File: src/rtl/contador_mod11_pkg.sv
`default_nettype none
// ============================================================================
// Module   : contador_mod11_pkg
// Purpose  : Shared Morse slot-counter constants.
// Revision : 1.0
// ============================================================================
package contador_mod11_pkg;

   localparam int MORSE_SLOT_MOD = 11;
   localparam int MORSE_SLOT_W   = 4;

endpackage : contador_mod11_pkg
`default_nettype wire

File: src/rtl/contador_mod11.sv
`default_nettype none
// ============================================================================
// Module   : contador_mod11
// Purpose  : Modulo-MODULO up-counter with enable and async active-low reset.
// Revision : 1.0
// ============================================================================
module contador_mod11
   import contador_mod11_pkg::*;
#(
   parameter int MODULO = MORSE_SLOT_MOD,
   parameter int WIDTH  = MORSE_SLOT_W
) (
   input  logic             CLK,
   input  logic             RST,
   input  logic             EN,
   output logic [WIDTH-1:0] salida
);

   localparam logic [WIDTH-1:0] c_last = WIDTH'(MODULO - 1);

   generate
      if ((MODULO < 2) || ((2 ** WIDTH) < MODULO)) begin : g_bad_params
         $error("contador_mod11: MODULO must be >= 2 and fit in WIDTH bits");
      end
   endgenerate

   logic [WIDTH-1:0] r_count;
   logic [WIDTH-1:0] w_next;

   // >= also folds any out-of-range value back to zero on the next enabled edge.
   always_comb begin
      w_next = r_count;
      if (EN) begin
         if (r_count >= c_last) begin
            w_next = '0;
         end else begin
            w_next = r_count + WIDTH'(1);
         end
      end
   end

   always_ff @(posedge CLK or negedge RST) begin
      if (!RST) begin
         r_count <= '0;
      end else begin
         r_count <= w_next;
      end
   end

   assign salida = r_count;

endmodule : contador_mod11
`default_nettype wire

File: config.mk
export PLATFORM = sky130hd
export DESIGN_NAME = contador_mod11
export DESIGN_NICKNAME = d
export VERILOG_FILES = /design/src/rtl/contador_mod11_pkg.sv /design/src/rtl/contador_mod11.sv
export SDC_FILE = /design/constraint.sdc
export NUM_CORES = 1
export LEC_CHECK = 0
export BUFFER_PORTS_ARGS = -buffer_cell sky130_fd_sc_hd__buf_2
export CAP_MARGIN = 40
export CORE_AREA = 2 2 39 41
export DETAILED_ROUTE_END_ITERATION = 8
export DIE_AREA = 0 0 41 43
export GPL_TIMING_DRIVEN = 0
export PLACE_DENSITY = 0.43
export SETUP_SLACK_MARGIN = 0.4
export SYNTH_ARGS = -nofsm -noshare
export SYNTH_HDL_FRONTEND = slang
export SYNTH_SLANG_ARGS = --single-unit
File: constraint.sdc
create_clock -name CLK -period 1.61 [get_ports CLK]
set_input_delay 0.0805 -clock CLK [delete_from_list [all_inputs] [get_ports CLK]]
set_output_delay 0.0805 -clock CLK [all_outputs]
set_load 0.02 [all_outputs]
## Yosys cells after proc, flatten, opt, wreduce, memory -nomap -nowiden

Cells that the tools add are included.

- Logic and storage cells: 4
- Memory bits (read-only): 0
- Bits in writable memories: 0
- Bits in latches: 0
- Input bits: 3
- Memories kept: 0
- Output and inout port bits: 4
- Register bits after elaboration: 4

- Div/mod/pow operators: 0
- Muxes and demuxes: 1
- Eq/ne operators: 0
- Magnitude comparators: 1
- Reduce and logical (&&, ||, !) cells: 0
- Bitwise logic cells: 0
- Shift operators: 0
- $add $sub $neg: 1
- Multiply operators: 0

Operator list:

| cell | count |
|---|---|
| adder 4 x 1 -> 4 bit, second input constant | 1 |
| >= comparator 4 bit, second input constant | 1 |
| two-way mux 4 bit | 1 |

## Logic depth before layout (Yosys ltp)

- Depth in word-level cells: 2
- Gate-level depth with buffers: 4

## Least setup slack after synthesis

OpenSTA, ideal clock, no wires.

- Path kind: reg2reg
- From: register r_count[0] (netlist: salida[0])
- To: register r_count[1] (netlist: salida[1])
- Buffers on the path: 0
- Data required time: 1523 ps
- Cell stages (with the launch flop): 5
- Data arrival time: 1323 ps
- Setup time: 87 ps
- Setup slack: 201 ps
- Period minus slack after synthesis: 1409 ps
- Path through: dfrtp_1 -> inv_1 -> ha_1 -> o311a_1 -> a211oi_2

- Longest elaborated chain between the ends: 2
- Elaborated cells between the ends (all ways): 3
- Those cells by class: add/sub (1); order compare (1); mux (1)

Ends and longest elaborated chain:

| what | RTL line | source |
|---|---|---|
| start: declaration | contador_mod11.sv:27 | `logic [WIDTH-1:0] r_count;` |
| start signal: assignment | contador_mod11.sv:46 | `r_count <= w_next;` |
| adder 4 x 1 -> 4 bit / >= comparator 4 bit (equally long branches) | contador_mod11.sv:37, contador_mod11.sv:34 |  |
| two-way mux 4 bit (*) | contador_mod11.sv:34 | `if (r_count >= c_last) begin` |

Every way passes the cells marked *; elsewhere a longest branch is shown, timed or not.
A chain may end at the register's enable or synchronous reset.

## Final worst setup path

- From: register r_count[1] (netlist: salida[1])
- To: register r_count[0] (netlist: salida[0])

- Longest elaborated chain between the ends: 2

Ends and longest elaborated chain:

| what | RTL line |
|---|---|
| >= comparator 4 bit | contador_mod11.sv:34 |
| two-way mux 4 bit | contador_mod11.sv:34 |

Every way passes these cells.

==> flow_metrics.py <==
metrics = {
    "layout": {
        "mostFrequentLayoutCells": "buf_2 (5), buf_4 (4), clkbuf_4 (3)",
        "final.fill_count": 163,
        "drive_above_1_share_pct": 66.67,
        "multi_input_area_um2": 148.9,
        "nNetsFinal": 40,
        "mostFrequentLayoutCell": "buf_2",
        "largest_register_ffs": 4,
        "stdcell_count": 49,
        "area_growth_pct": 66.29,
        "regArea_um2": 102.6,
        "antenna_cells": 0,
    },
    "die": {
        "start_util_pct": 16.09,
        "die_w_um": 41,
        "die_area_mm2": 0.001763,
        "io_pins": 7,
        "coreArea_mm2": 0.001384,
        "die_h_um": 43,
        "row_count": 14,
    },
    "global_route": {
        "grt.total_usage_pct": 7.568,
        "overflow": 0,
        "grt_max_degree": 8,
        "grt_pass1_vias": 208,
        "grt_antenna_before_repair": 0,
        "grt_pass1_wl_um": 855,
    },
    "clock_network": {
        "clock_path_buffers": 2,
        "cts_buffers": 3,
        "path_clk_slew_ns": 0.03,
        "cts_tree": "built",
        "htree_levels": 1,
        "cts_sinks": 4,
        "clk_latency_ns": 0.23,
        "root_buffer": "clkbuf_4",
    },
    "critical_path": {
        "worst_path_max_delay_cell": "dfrtp_2",
        "criticalPathCategory": "flip-flop to flip-flop",
        "start_kind": "flip-flop",
        "crit_path_cell_trace": "ha_4 -> or3_4 -> a31oi_4",
        "endpoint_kind": "flip-flop",
        "crit_arrival_ns": 1.37,
        "cp.required_ns": 1.75,
        "path_max_fanout": 6,
        "slowest_delay_ns": 0.44,
    },
    "placement": {
        "dpl.hpwl_um": 371.8,
        "place.gp.congestion": 0.6625,
        "pre_cts_ws_ns": 0.3380,
        "dp_cells": 41,
        "portBuffers": 5,
    },
    "timing": {
        "setup_viol_count_final": 0,
        "hold_violations": 0,
        "max_freq_mhz": 814.4,
        "timing.setup.tns_ns": 0,
        "relSlewSlack_pct": 81.57,
        "min_period_ns": 1.228,
        "fin_crit_sh_pct": 76.26,
        "worst_pin_slew_ns": 0.2745,
        "rsz0062_at_grt": "yes",
        "setup_slack_ns": 0.3822,
        "finalMaxSlewViolations": 0,
        "finClkSkew_ns": 0.001939,
    },
    "pwr": {
        "max-vdd-ir-drop_mv": 0.6128,
        "power_w": 0.0008045,
        "pwr_density_cell_mw_per_mm2": 2172,
        "power.leakage_nw": 0.1578,
    },
    "routing": {
        "vias": 201,
        "ant_nets": 0,
        "drtPass1Iterations": 2,
        "drc": 0,
        "routedWlPerCell_um": 11.00,
        "drtIter0Drc": 1,
        "wirelength_um": 539,
        "viasPerCell": 4.102,
    },
    "yosys": {
        "ys_ff_latch": 4,
        "yosys_warnings": 0,
        "synth_nets": 25,
        "ys_seq_area_share_pct": 44.94,
        "avgSynthCellArea_um2": 11.14,
        "synthesis.instances": 20,
        "synth_area_um2": 222.7,
        "synth_cell_type_count": 14,
    },
    "hold_path": {
        "holdCritPathClass": "input pin to flip-flop",
    },
    "run": {
        "cap_violations": 0,
    },
    "outcome": {
        "status": "completed",
    },
}
-- Yosys cell counts --
| master | count | area, µm² |
|---|---|---|
| ha_1 | 2 | 25.02 |
| a32o_1 | 1 | 10.01 |
| nor2_1 | 2 | 7.510 |
| xnor2_1 | 1 | 8.760 |
| a211oi_2 | 1 | 12.51 |
| o21ai_0 | 2 | 10.01 |
| o311a_1 | 1 | 10.01 |
| or3_1 | 1 | 6.260 |
| inv_1 | 1 | 3.750 |
| a41oi_1 | 1 | 8.760 |
| a31oi_1 | 1 | 6.260 |
| dfrtp_1 | 4 | 100.1 |
| clkbuf_2 | 1 | 5.000 |
| and2b_2 | 1 | 8.760 |
-- kinds of logic (layout without fill, tap and decap cells) --
kind of cell             count (synthesis)  after routing  share of synthesized area (%)
XOR/XNOR                                 1              1                          3.933
AND/OR/NAND/NOR                          4              4                          10.12
adder cells (fa/ha/maj)                  2              2                          11.23
flip-flops                               4              4                          44.95
AO/OA/AOI/OAI                            7              7                          25.84
buffers and inverters                    2             15                          3.929
-- worst paths after layout --
| path | depth (start not counted) | slack [ns] | end | from |
|---|---|---|---|---|
| worst max-delay path | 3 | 0.38 | salida[0]$_DFFE_PN0P_ | salida[1]$_DFFE_PN0P_ |
| max in group asynchronous | 2 | 1.29 | salida[1]$_DFFE_PN0P_ | RST |
| worst min register to register | 1 | 0.61 | salida[2]$_DFFE_PN0P_ | salida[2]$_DFFE_PN0P_ |
| min in group asynchronous | 2 | 0.19 | salida[2]$_DFFE_PN0P_ | RST |
| worst max register to register | 3 | 0.38 | salida[0]$_DFFE_PN0P_ | salida[1]$_DFFE_PN0P_ |
| worst min-delay path | 2 | 0.15 | salida[1]$_DFFE_PN0P_ | EN |
-- layout make-up --
type	count	area share (%)
Multi-Input combinational cell	14	40.20
Sequential cell	4	27.70
Timing Repair Buffer	10	17.57
Clock buffer	3	6.081
Buffer	1	1.351
Inverter	1	1.689
Tap cell	16	5.405
-- worst max-delay path, delay by kind of cell, from the launching register on --
family | cells | cell delay, ns
flops | 1 | 0.44
simple gates | 1 | 0.33
compound gates | 1 | 0.19
fa+ha+maj | 1 | 0.18
-- power breakdown --
| group | switching, W | leakage, nW | internal [W] |
|---|---|---|---|
| Combinational | 0.000213 | 0.0969 | 0.000240 |
| Clock | 0.0000350 | 0.0138 | 0.0000829 |
| Sequential | 0.0000798 | 0.0471 | 0.000154 |
-- metrics by stage --
| step | util, % | instance area (µm²) | hold WS (ns) |
|---|---|---|---|
| after floorplan | - | 240.2 | -0.2151 |
| after global placement | 20.61 | 285.3 | -0.1141 |
| after detailed placement | 20.61 | 285.3 | -0.1123 |
| after CTS | 24.50 | 339.1 | 0.1402 |
| after global routing | 26.76 | 370.4 | 0.1678 |
| final | 26.76 | 370.4 | 0.1478 |
-- metal layers --
metal  up-vias  share of wire, %  GRT usage, %
met2         5                53         11.88
met5         -                 0             0
met3         0               6.9         1.571
met1        94                40         8.170
met4         0                 0         6.000
li1        102                 -             -
-- timing repair --
action	in CTS	in global routing
buffers inserted	2	2
gates cloned	0	0
hold endpoints to repair	4	0
pin swaps	0	1
setup endpoints to repair	1	3
gates resized for setup	1	3
hold buffers	1	0
(Power assumes the default switching activity.)
